`config.mk`:
```
export PLATFORM = sky130hd
export DESIGN_NAME = mips_cpu_bus_arbiter
export DESIGN_NICKNAME = d
export VERILOG_FILES = /design/src/rtl/mips_cpu_bus_pkg.sv /design/src/rtl/mips_cpu_bus_arb_pick.sv /design/src/rtl/mips_cpu_bus_arbiter.sv
export SDC_FILE = /design/constraint.sdc
export NUM_CORES = 1
export LEC_CHECK = 0
export CAP_MARGIN = 20
export CELL_PAD_IN_SITES_DETAIL_PLACEMENT = 1
export CELL_PAD_IN_SITES_GLOBAL_PLACEMENT = 1
export CORE_MARGIN = 2
export CORE_UTILIZATION = 28
export CTS_CLUSTER_SIZE = 24
export DETAILED_ROUTE_END_ITERATION = 12
export GPL_ROUTABILITY_DRIVEN = 0
export HOLD_SLACK_MARGIN = 0.05
export PLACE_DENSITY_LB_ADDON = 0.1
export SLEW_MARGIN = 0
export SYNTH_ARGS = -nofsm -noshare
export SYNTH_HDL_FRONTEND = slang
export SYNTH_SLANG_ARGS = --single-unit
```
`constraint.sdc`:
```
create_clock -name clk -period 2.05 [get_ports clk]
set_clock_uncertainty 0.05 [all_clocks]
set_input_delay 0.41 -clock clk [delete_from_list [all_inputs] [get_ports clk]]
set_output_delay 0.41 -clock clk [all_outputs]
set_load 0.01 [all_outputs]
```
`src/rtl/mips_cpu_bus_pkg.sv`:
```
// Shared types for the MIPS core bus arbiter.
// MIPS_ARB_ROUND_ROBIN_EN selects round-robin tie-breaking.
package mips_cpu_bus_pkg;

    typedef enum logic [1:0] {
        IDLE,
        BUS_I,
        BUS_D,
        RESP
    } arb_state_t;

    typedef enum logic {
        OWN_I,
        OWN_D
    } arb_owner_t;

    localparam logic [3:0] BE_WORD = 4'b1111;

endpackage

```
`src/rtl/mips_cpu_bus_arb_pick.sv`:
```
// Combinational winner selection between fetch and data requesters.
// MIPS_ARB_ROUND_ROBIN_EN: alternate on ties, else data always wins.
module mips_cpu_bus_arb_pick
    import mips_cpu_bus_pkg::*;
(
    input  logic       i_req,
    input  logic       d_req,
    input  arb_owner_t last_grant,
    output arb_owner_t owner
);

`ifdef MIPS_ARB_ROUND_ROBIN_EN
    always_comb begin
        owner = OWN_I;
        if (i_req && d_req) begin
            owner = (last_grant == OWN_I) ? OWN_D : OWN_I;
        end else if (d_req) begin
            owner = OWN_D;
        end
    end
`else
    logic unused_last_grant;
    assign unused_last_grant = (last_grant == OWN_D);

    // Data wins ties: the older instruction owns the data port.
    always_comb begin
        owner = OWN_I;
        if (d_req) begin
            owner = OWN_D;
        end
    end
`endif

endmodule

```
`src/rtl/mips_cpu_bus_arbiter.sv`:
```
// Serialises fetch and data accesses onto one Avalon-style bus.
// Tie policy set by MIPS_ARB_ROUND_ROBIN_EN (see arb_pick).
module mips_cpu_bus_arbiter
    import mips_cpu_bus_pkg::*;
#(
    parameter int ADDR_W = 32,
    parameter int DATA_W = 32
) (
    input  logic              clk,
    input  logic              reset,
    input  logic              i_req,
    input  logic [ADDR_W-1:0] i_addr,
    output logic              i_ack,
    output logic [DATA_W-1:0] i_rdata,
    input  logic              d_req,
    input  logic              d_we,
    input  logic [ADDR_W-1:0] d_addr,
    input  logic [DATA_W-1:0] d_wdata,
    input  logic [3:0]        d_be,
    output logic              d_ack,
    output logic [DATA_W-1:0] d_rdata,
    output logic [ADDR_W-1:0] address,
    output logic              read,
    output logic              write,
    output logic [DATA_W-1:0] writedata,
    output logic [3:0]        byteenable,
    input  logic [DATA_W-1:0] readdata,
    input  logic              waitrequest,
    output logic              busy
);

    arb_state_t        state_q;
    arb_owner_t        last_grant_q;
    arb_owner_t        pick;
    logic              i_ack_q;
    logic              d_ack_q;
    logic [DATA_W-1:0] i_rdata_q;
    logic [DATA_W-1:0] d_rdata_q;
    logic [ADDR_W-1:0] address_q;
    logic              read_q;
    logic              write_q;
    logic [DATA_W-1:0] writedata_q;
    logic [3:0]        byteenable_q;
    logic              busy_q;

    mips_cpu_bus_arb_pick u_pick (
        .i_req      (i_req),
        .d_req      (d_req),
        .last_grant (last_grant_q),
        .owner      (pick)
    );

    always_ff @(posedge clk) begin
        if (!reset) begin
            state_q      <= IDLE;
            last_grant_q <= OWN_I;
            i_ack_q      <= 1'b0;
            d_ack_q      <= 1'b0;
            i_rdata_q    <= '0;
            d_rdata_q    <= '0;
            address_q    <= '0;
            read_q       <= 1'b0;
            write_q      <= 1'b0;
            writedata_q  <= '0;
            byteenable_q <= '0;
            busy_q       <= 1'b0;
        end else begin
            i_ack_q <= 1'b0;
            d_ack_q <= 1'b0;
            unique case (state_q)
                IDLE: begin
                    if (i_req || d_req) begin
                        busy_q       <= 1'b1;
                        last_grant_q <= pick;
                        if (pick == OWN_D) begin
                            state_q      <= BUS_D;
                            address_q    <= d_addr;
                            read_q       <= !d_we;
                            write_q      <= d_we;
                            byteenable_q <= d_be;
                            writedata_q  <= d_wdata;
                        end else begin
                            state_q      <= BUS_I;
                            address_q    <= i_addr;
                            read_q       <= 1'b1;
                            write_q      <= 1'b0;
                            byteenable_q <= BE_WORD;
                        end
                    end
                end
                BUS_I: begin
                    if (!waitrequest) begin
                        read_q    <= 1'b0;
                        write_q   <= 1'b0;
                        i_rdata_q <= readdata;
                        i_ack_q   <= 1'b1;
                        state_q   <= RESP;
                    end
                end
                BUS_D: begin
                    if (!waitrequest) begin
                        // Stores leave the last load word in place.
                        if (read_q) begin
                            d_rdata_q <= readdata;
                        end
                        read_q  <= 1'b0;
                        write_q <= 1'b0;
                        d_ack_q <= 1'b1;
                        state_q <= RESP;
                    end
                end
                RESP: begin
                    busy_q  <= 1'b0;
                    state_q <= IDLE;
                end
                default: begin
                    state_q <= IDLE;
                end
            endcase
        end
    end

    assign i_ack      = i_ack_q;
    assign d_ack      = d_ack_q;
    assign i_rdata    = i_rdata_q;
    assign d_rdata    = d_rdata_q;
    assign address    = address_q;
    assign read       = read_q;
    assign write      = write_q;
    assign writedata  = writedata_q;
    assign byteenable = byteenable_q;
    assign busy       = busy_q;

endmodule

```
* Word level (Yosys, flattened, before mapping)
Index checks and enable logic that the tools add are counted.
Word-level totals: register bits 139, word-level logic and storage cells 49, input bits 138, output and inout port bits 137
Operators by class: bitwise gates (word level) 1, equal/unequal tests 5, mux-type cells 17, reductions and logical operators 15
Operators by type and width (number):
- 32-bit two-way mux | 1
- 2-bit AND reduction | 6
- 3-bit AND reduction | 3
- 1-bit two-way mux | 8
- 2-bit two-way mux | 3
- 1-bit one-hot mux with 2 select lines | 3
- 2-bit one-hot mux with 3 select lines | 1
- 2-bit == test, second input constant | 2
- 4-bit two-way mux | 1
- 2-bit != test, second input constant | 2
- 2-bit nonzero test | 2
- 2-bit by 1-bit == test with 1-bit output, second input constant | 1
- 2-bit logical NOT | 1
- 2-bit OR reduction | 1
- 1-bit logical NOT | 1
- 1-bit logical OR | 1
- 1-bit inverter | 1

* Longest topological paths before layout
Gate-level depths: netlist of run 1.
depth after elaboration 4, depth in mapped cells 7, depth with buffers taken out 5

* By module
Synthesis of run 1 repeated with hierarchy kept, for this count alone.
Second synthesis, totals: cells, all modules 629, area, all modules 5286.3 um^2
Modules (own cells, without submodules):
- mips_cpu_bus_arbiter | sequential area each 2802.7 um^2, area an instance 5278.8 um^2, instances 1, cells an instance 628
- mips_cpu_bus_arb_pick | sequential area each 0.0 um^2, area an instance 7.5 um^2, instances 1, cells an instance 1

* Least setup slack after synthesis of run 1
OpenSTA, ideal clock, no wires.
path kind register to register, start register state_q[0], end register address_q[21] (netlist: address[21]), clock period less this slack 1465 ps, stages on the path, launching flop included 8, slack 585 ps, setup time 81 ps, path buffers 3, data required time 1919 ps, data arrival time 1334 ps, cells stage by stage dfxtp_1 -> inv_1 -> ha_1 -> o21a_1 -> buf_2 -> buf_6 -> buf_6 -> a211oi_2
On the way: word-level cells in the longest chain between the ends 2
RTL lines:
- from (decl) | line mips_cpu_bus_arbiter.sv:32 | arb_state_t state_q;
- from (signal assigned) | line mips_cpu_bus_arbiter.sv:55 | state_q <= IDLE;
- from (signal assigned) | line mips_cpu_bus_arbiter.sv:76 | state_q <= BUS_D;
- from (signal assigned) | line mips_cpu_bus_arbiter.sv:83 | state_q <= BUS_I;
- 2-bit logical NOT
- 2-bit AND reduction (no source line)
- to (signal assigned) | line mips_cpu_bus_arbiter.sv:77 | address_q <= d_addr;
- to (signal assigned) | line mips_cpu_bus_arbiter.sv:84 | address_q <= i_addr;
- to (decl) | line mips_cpu_bus_arbiter.sv:39 | logic [ADDR_W-1:0] address_q;
No other way between the ends. A chain may end at the register's enable or synchronous reset.

* Worst setup path after layout of run 1
start register read_q (netlist: read), end output port read
RTL lines:
- from (decl) | line mips_cpu_bus_arbiter.sv:40 | logic read_q;
- from (signal assigned) | line mips_cpu_bus_arbiter.sv:78 | read_q <= !d_we;
- to (decl) | line mips_cpu_bus_arbiter.sv:23 | output logic read,
No word-level cell between the ends.

==> results of run 1 <==
worst paths after layout:
path / startpoint / end / slack [ps] / cells after the start
worst max register to register: state_q[0]$_SDFFE_PN0P_ / writedata[9]$_SDFFE_PN0P_ / 290 / 5
worst min-delay path: d_req / write$_SDFFE_PN0P_ / 350 / 3
worst max-delay path: read$_SDFFE_PN0P_ / read / 170 / 1
worst min register to register: i_rdata[8]$_SDFFE_PN0P_ / i_rdata[8]$_SDFFE_PN0P_ / 400 / 2
kinds of logic after synthesis:
| kind of cell | share of synthesized area, % |
|---|---|
| buf+inv | 5.63 |
| fa+ha+maj | 1.17 |
| mux | 6.57 |
| simple gates | 18.0 |
| compound gates | 16.4 |
| flops | 52.2 |
synth_stat cells, drive strengths merged:
library cell	number	share of area, %
o221a	4	0.85
nand3b	1	0.14
nor2b	2	0.23
o211a	1	0.19
nor3b	2	0.28
nand2b	2	0.23
a311oi	1	0.16
and3b	1	0.16
o211ai	1	0.14
a21oi	99	9.3
nand2	201	14
buf	40	4.7
and2	1	0.14
nand3	1	0.094
nor2	33	2.3
mux2i	35	6.6
clkbuf	9	0.63
ha	5	1.2
or3b	1	0.16
o21ai	1	0.094
dfxtp	139	52
o21a	1	0.14
inv	4	0.28
a211oi	32	5.5
per-layer routing:
metal | track usage (%) | share of wire [%] | vias to the layer above
met2 | 33.2 | 50 | 169
met5 | 0 | 0 | -
met3 | 6.09 | 7.1 | 20
met4 | 6.47 | 1.8 | 0
met1 | 20.5 | 41 | 2497
li1 | - | - | 2566
final cells by class:
type / instances / area (sq um) / share of cell area (%)
flip-flops and latches: 139 / 2780 / 31.1
clock inverters: 14 / 194 / 2.17
multi-input cells: 425 / 2250 / 25.2
well taps: 234 / 293 / 3.28
clock buffers: 18 / 429 / 4.80
repair buffers: 288 / 2970 / 33.2
inverters: 4 / 17.5 / 0.196
power by group through the flow:
stage          Sequential (uW)  Combinational, uW  Clock [uW]
2_1_floorplan             3710               1450           0
3_3_place_gp              3500               3180           0
3_5_place_dp              3530               3280           0
4_1_cts                   3480               3300        3340
5_1_grt                   3540               3560        3460
6_report                  3470               3240        3250
stage by stage:
stage                     cell area [sq um]  setup slack, ps  instances
after floorplan                        5330              585        617
after global placement                 8310              286       1090
after global routing                   8930             59.0       1122
after detailed placement               8310              218       1090
final                                  8930              172       1122
after CTS                              8930              146       1122
flip-flops by register name, summed over array words and instances, names as in the netlist:
signal / flops
address: 32
d_rdata: 32
i_rdata: 32
writedata: 32
byteenable: 4
state_q: 2
busy: 1
d_ack: 1
i_ack: 1
read: 1
write: 1
==> impl_metrics.csv, run 1 <==
group,metric,value,unit
place,port_buffers,274,
power,seqPwrFrac,34.8,%
critical_path,cp-end-kind,"output pin",
timing,slew_viol_final,0,
power,finalPower,9960,uW
cells_and_area,fin_util,47.8,%
floorplanning,start_util,28.5,%
critical_path,path_max_fanout,4,
cts,path_clk_slew,60,ps
floorplanning,ios,275,
cells_and_area,final_common_cell,"clkdlybuf4s50_1",
flow_run,drv_cap,0,
synthesis,synth.distinct_cells,29,
timing,worst_pin_slew,615,ps
timing,finalSetupViolations,0,
power,combPwrFrac,32.6,%
power,p_int,6890,uW
cts,cts_setup_buffers,0,
cts,cts_tree,"yes",
routing,drtIter0Drc,155,
cells_and_area,area_delta_synth_final,67.6,%
run_status,status,"finished, final reports clean",
cts,cts-root-buf,"clkbuf_16",
critical_path,slowest_stage,"clkdlybuf4s50_1",
power,clkPwrFrac,32.6,%
critical_path,critical_path.top_delay_family,"buffers and inverters",
critical_path,crit_buf_inv,1,
synthesis,syn_avg_cell_area,8.64,sq um
cts,htreeDepth,4,
critical_path,worstPathArrival,1420,ps
synthesis,syn-cell-area,0.00533,sq mm
routing,vias,5252,
critical_path,slowest_delay,590,ps
critical_path,crit_chain,"clkdlybuf4s50_1",
floorplanning,die_area,0.0202,sq mm
cells_and_area,drive_above_1_share,7.55,%
global_route,antenna_found_initial,0,
routing,final_antenna_net_count,0,
timing,period_needed,1880,ps
global_route,grt_pass1_vias,5844,
synthesis,synthCells,617,
synthesis,seq_area_frac_synth,52.2,%
critical_path,startpoint_type,"flop",
power,cellPowerDensity,1120,mW/mm^2
power,net-switching-power,3080,uW
timing,finalCritPeriodShare,91.6,%
cts,cts_buffer_depth,2,
floorplanning,die-height,142,microns
timing,max_freq,0.532,GHz
timing,hold_viol,0,
global_route,grt_usage,18.5,%
synthesis,synth-seq-cells,139,
power,worst_ir_drop_vdd,0.000586,V
timing,maxSlewHeadroom,59.0,%
power,p_sw_share,30.9,%
critical_path,worstPathRequired,1590,ps
timing,whs,352,ps
cts,cts_buffers,17,
timing,fin_tns_setup,0,ps
min_path,hp-class,"in -> reg",
routing,wirelength,18.3,mm
cells_and_area,final_cell_mix,"clkdlybuf4s50_1 (273), nand2_1 (200), dfxtp_1 (139)",
power,p_leak,0.00326,uW
timing,rsz0062_at_grt,"no",
synthesis,syn-num-nets,760,
cts,clock_sink_count,139,
cells_and_area,fill_cells,2120,
cells_and_area,nets,1018,
floorplanning,die_w,142,microns
routing,dr.pass1.iters,4,
floorplanning,rows,50,
cells_and_area,diodes,0,
floorplanning,core,0.0187,sq mm
place,hpwl,13.4,mm
global_route,grt_remaining_overflow,0,
routing,wire_per_inst,16.3,microns
cts,cts.hold.buffers_added,0,
routing,routed_via_density,4.68,
global_route,grt_start_max_net_pins,55,
routing,drcViolationCount,0,
global_route,grt_pass1_wl,29.4,mm
synthesis,yosys_warnings,0,
cts,insertion_delay,420,ps
cts,ctsResizeCount,0,
critical_path,critPathKind,"reg -> out",
No activity file was read; power rests on OpenSTA's default activity.
==> inputs of run 2 (changes only) <==
Settings changed: CTS_BUF_LIST from default to sky130_fd_sc_hd__clkbuf_4 sky130_fd_sc_hd__clkbuf_8 sky130_fd_sc_hd__clkbuf_16.
==> run 2 against run 1 <==
Worst setup slack got worse by 10 ps. Sequential cell count unchanged. Clock power about the same. Cell count unchanged. Combinational power about the same. Utilization about the same.
==> impl_metrics.csv, run 2 (synthesized netlist as in run 1, its figures left out) <==
group,metric,value,unit
cts,cts_tree,"yes",
critical_path,startpoint_type,"flop",
timing,whs,357,ps
power,p_leak,0.00326,uW
flow_run,drv_cap,0,
routing,routed_via_density,4.70,
critical_path,critical_path.top_delay_family,"buffers and inverters",
critical_path,crit_chain,"clkdlybuf4s50_1",
global_route,met3_usage,6.09,%
routing,wirelength,18.3,mm
cts,ctsResizeCount,0,
routing,wire_per_inst,16.3,microns
cts,clock_sink_count,139,
floorplanning,rows,50,
run_status,status,"finished, final reports clean",
timing,fin_tns_setup,0,ps
routing,vias,5269,
timing,worst_pin_slew,610,ps
floorplanning,start_util,28.5,%
routing,final_antenna_net_count,0,
cells_and_area,fin_util,47.8,%
global_route,grt_usage,18.5,%
global_route,grt_pass1_wl,29.4,mm
critical_path,slowest_delay,590,ps
critical_path,worstPathArrival,1430,ps
global_route,antenna_found_initial,0,
cells_and_area,final_common_cell,"clkdlybuf4s50_1",
min_path,hp-class,"in -> reg",
global_route,gr-usage-met1,20.5,%
critical_path,worstPathRequired,1590,ps
floorplanning,die-height,142,microns
timing,period_needed,1890,ps
critical_path,path_max_fanout,4,
cts,cts_buffers,17,
timing,rsz0062_at_grt,"no",
place,port_buffers,274,
timing,hold_viol,0,
critical_path,crit_buf_inv,1,
critical_path,critPathKind,"reg -> out",
power,cellPowerDensity,1120,mW/mm^2
timing,finalCritPeriodShare,92.1,%
global_route,met2_usage,33.2,%
cts,insertion_delay,420,ps
floorplanning,core,0.0187,sq mm
cts,htreeDepth,4,
timing,finalSetupViolations,0,
timing,max_freq,0.530,GHz
power,worst_ir_drop_vdd,0.000588,V
floorplanning,die_w,142,microns
critical_path,rrSetupSlack,290,ps
cts,cts_setup_buffers,0,
cts,path_clk_slew,60,ps
cells_and_area,final_cell_mix,"clkdlybuf4s50_1 (273), nand2_1 (200), dfxtp_1 (139)",
cells_and_area,nets,1018,
place,hpwl,13.4,mm
critical_path,slowest_stage,"clkdlybuf4s50_1",
floorplanning,ios,275,
cells_and_area,fill_cells,2121,
timing,slew_viol_final,0,
global_route,grt_start_max_net_pins,55,
global_route,grt_pass1_vias,5841,
cells_and_area,diodes,0,
cts,cts-root-buf,"clkbuf_16",
global_route,grt-busiest-layer,"met2",
routing,dr.pass1.iters,4,
cts,cts.hold.buffers_added,0,
timing,maxSlewHeadroom,59.3,%
cells_and_area,drive_above_1_share,7.66,%
cells_and_area,area_delta_synth_final,67.7,%
routing,drtIter0Drc,171,
floorplanning,die_area,0.0202,sq mm
critical_path,cp-end-kind,"output pin",
global_route,grt_remaining_overflow,0,
cts,cts_buffer_depth,2,
routing,drcViolationCount,0,
[run 2: cell counts in the layout (fill, tap and decap cells not counted)]
No cell type changed its count.
[run 2: metrics by stage]
step	instance area [sq um]	power (uW)	instances	setup WS [ps]
after floorplan	5330	5160	617	585
after CTS	8940	10100	1122	146
after global placement	8310	6680	1090	286
after detailed placement	8310	6800	1090	218
after global routing	8940	10600	1122	67.4
final	8940	9980	1122	162
[run 2: path summary, 6_finish.rpt]
kind,from,to,depth (start not counted)
setup / recovery,read$_SDFFE_PN0P_,read,1
hold / removal,d_req,write$_SDFFE_PN0P_,3
setup reg to reg,state_q[0]$_SDFFE_PN0P_,writedata[9]$_SDFFE_PN0P_,5
hold reg to reg,i_rdata[8]$_SDFFE_PN0P_,i_rdata[8]$_SDFFE_PN0P_,2
[run 2: layout make-up]
type                       instances  area [sq um]  share of cell area [%]
sequential                       139          2780                    31.1
clock buffer                      18           433                    4.84
multi-input combinational        425          2250                    25.2
clock inverter                    14           194                    2.17
tap                              234           293                    3.28
timing repair buffer             288          2970                    33.2
inverter                           4          17.5                   0.196
[run 2: power by group]
| group | switching [uW] | leakage [uW] | total [uW] | internal [uW] |
|---|---|---|---|---|
| Clock | 1220 | 0.000292 | 3270 | 2050 |
| Sequential | 272 | 0.00114 | 3470 | 3200 |
| Combinational | 1590 | 0.00183 | 3240 | 1650 |
[run 2: routing by layer]
| metal | share of wire (%) | up-vias |
|---|---|---|
| li1 | - | 2566 |
| met1 | 41 | 2514 |
| met2 | 50 | 168 |
| met3 | 7.1 | 21 |
| met4 | 1.9 | 0 |
| met5 | 0 | - |
==> inputs of run 3 (changes only) <==
Settings changed: CORE_MARGIN 2 to 10, CTS_CLUSTER_SIZE 24 to 25.
==> run 3 against run 2 <==
First-iteration DRC count shrank 25%. Combinational power grew 2%. Die area grew 24%. Non-clock buffer count did not move. Utilization decreased by 0.060 points. Sequential power is essentially flat. Via count down 0.99%. Sequential share of layout area hardly changed. Count of clock-buffer cells in the layout rose by 2. Global-route usage decreased by 2.2 points. Critical endpoint unchanged. Largest cell class unchanged. Largest power group unchanged.
==> impl_metrics.csv, run 3 (synthesized netlist as in run 1, its figures left out) <==
group,metric,value,unit
run_status,status,"finished, final reports clean",
flow_run,drv_cap,0,
cts,cts_tree,"yes",
cts,cts_setup_buffers,0,
global_route,antenna_found_initial,1,
cells_and_area,diodes,0,
timing,whs,334,ps
power,p_sw_share,31.0,%
timing,maxSlewHeadroom,80.0,%
routing,top_layer_used,"met5",
cells_and_area,drive_above_1_share,7.55,%
floorplanning,rows,50,
cells_and_area,nets,1018,
cells_and_area,register_area,0.00278,sq mm
global_route,grt_pass1_wl,31.5,mm
place,port_buffers,274,
critical_path,rrSetupSlack,320,ps
routing,vias,5217,
critical_path,path_max_fanout,4,
cells_and_area,multi_input_area,0.00225,sq mm
min_path,min_from,"d_req",
timing,rsz0062_at_grt,"no",
power,worst_ir_drop_vdd,0.000685,V
routing,dr.pass1.iters,4,
timing,worst_pin_slew,292,ps
critical_path,critPathKind,"reg -> out",
power,p_leak,0.00327,uW
cts,cts_buffers,17,
critical_path,reg2reg_depth,6,
routing,wl_met2,10.5,mm
routing,final_antenna_net_count,0,
cts,cts_buffer_depth,2,
timing,period_needed,1870,ps
cells_and_area,final_cell_mix,"clkdlybuf4s50_1 (273), nand2_1 (200), dfxtp_1 (139)",
global_route,grt_usage,16.3,%
power,finalPower,9910,uW
floorplanning,die_w,158,microns
timing,max_freq,0.533,GHz
critical_path,worst_r2r_endpoint,"address[13]$_SDFFE_PN0P_",
timing,slew_viol_final,0,
cts,cts-root-buf,"clkbuf_16",
power,combPwrFrac,33.3,%
cts,htreeDepth,4,
routing,wl_met1,7.76,mm
cts,ctsResizeCount,0,
power,p_int,6840,uW
cts,clock_sink_count,139,
cells_and_area,fin_util,47.7,%
routing,wl_met3,2.16,mm
cts,cts.hold.buffers_added,0,
critical_path,worstPathArrival,1410,ps
min_path,hp-class,"in -> reg",
floorplanning,ios,275,
global_route,grt_remaining_overflow,0,
timing,finalCritPeriodShare,91.5,%
critical_path,critical_path.top_delay_family,"buffers and inverters",
timing,fin_tns_setup,0,ps
place,hpwl,15.9,mm
critical_path,crit_buf_inv,1,
routing,wirelength,20.6,mm
critical_path,slowest_stage,"clkdlybuf4s50_1",
critical_path,cp-end-kind,"output pin",
critical_path,slowest_delay,610,ps
critical_path,reg2reg_from,"state_q[0]$_SDFFE_PN0P_",
global_route,grt_start_max_net_pins,57,
floorplanning,core,0.0187,sq mm
cts,path_clk_slew,50,ps
min_path,whs_path_depth,3,
place,dpl_cell_area,0.00832,sq mm
floorplanning,die-height,158,microns
floorplanning,start_util,28.5,%
timing,finalSetupViolations,0,
critical_path,worstPathRequired,1590,ps
cells_and_area,fin_area,0.00893,sq mm
cells_and_area,final_common_cell,"clkdlybuf4s50_1",
critical_path,crit_chain,"clkdlybuf4s50_1",
power,seqPwrFrac,35.1,%
routing,drcViolationCount,0,
routing,routed_via_density,4.65,
timing,hold_viol,0,
floorplanning,die_area,0.0249,sq mm
cells_and_area,area_delta_synth_final,67.5,%
critical_path,startpoint_type,"flop",
cts,insertion_delay,410,ps
power,clkPwrFrac,31.6,%
min_path,min_to,"write$_SDFFE_PN0P_",
routing,drtIter0Drc,128,
power,cellPowerDensity,1110,mW/mm^2
power,net-switching-power,3070,uW
cells_and_area,fill_cells,2128,
routing,wire_per_inst,18.4,microns
global_route,grt_pass1_vias,5837,
==> run 3: stage by stage <==
stage,instances,setup WS [ps]
after floorplan,617,585
after global placement,1090,276
after detailed placement,1090,204
after CTS,1121,139
after global routing,1121,127
final,1121,175
==> run 3: how the worst max path moves through the flow <==
stage | cells after the start | start | slack [ps] | endpoint
after detailed placement | 4 | reset | 200 | address[9]$_SDFFE_PN0P_
final | 1 | read$_SDFFE_PN0P_ | 180 | read
after CTS | 1 | read$_SDFFE_PN0P_ | 140 | read
after global placement | 4 | reset | 280 | address[19]$_SDFFE_PN0P_
after floorplan | 7 | state_q[0]$_SDFFE_PN0P_ | 590 | address[21]$_SDFFE_PN0P_
after global routing | 1 | read$_SDFFE_PN0P_ | 130 | read
==> run 3: area by class of cell <==
| cell class | count | share of cell area [%] |
|---|---|---|
| clock buffer | 20 | 5.16 |
| sequential | 139 | 31.2 |
| clock inverter | 11 | 1.60 |
| multi-input combinational | 425 | 25.2 |
| tap | 234 | 3.28 |
| timing repair buffer | 288 | 33.4 |
| inverter | 4 | 0.196 |
==> run 3: power by group through the flow <==
stage | Sequential (uW) | Clock, uW | Combinational, uW
3_5_place_dp | 3530 | 0 | 3350
6_report | 3480 | 3130 | 3300
2_1_floorplan | 3710 | 0 | 1450
3_3_place_gp | 3500 | 0 | 3250
5_1_grt | 3550 | 3370 | 3610
4_1_cts | 3480 | 3230 | 3380
==> run 3: worst reg2reg max path, delay by kind of cell, from the launching register on <==
family                     cells  cell delay, ps
adders and majority gates      1             300
and+or+nand+nor                1             100
DFF                            1             350
AOI/OAI and AO/OA              2             460
buffers and inverters          2             380
==> run 3: metal layers <==
metal	global-route usage [%]	up-vias
li1	-	2566
met1	16.4	2461
met2	28.7	172
met3	8.58	16
met4	4.28	2
met5	0	-
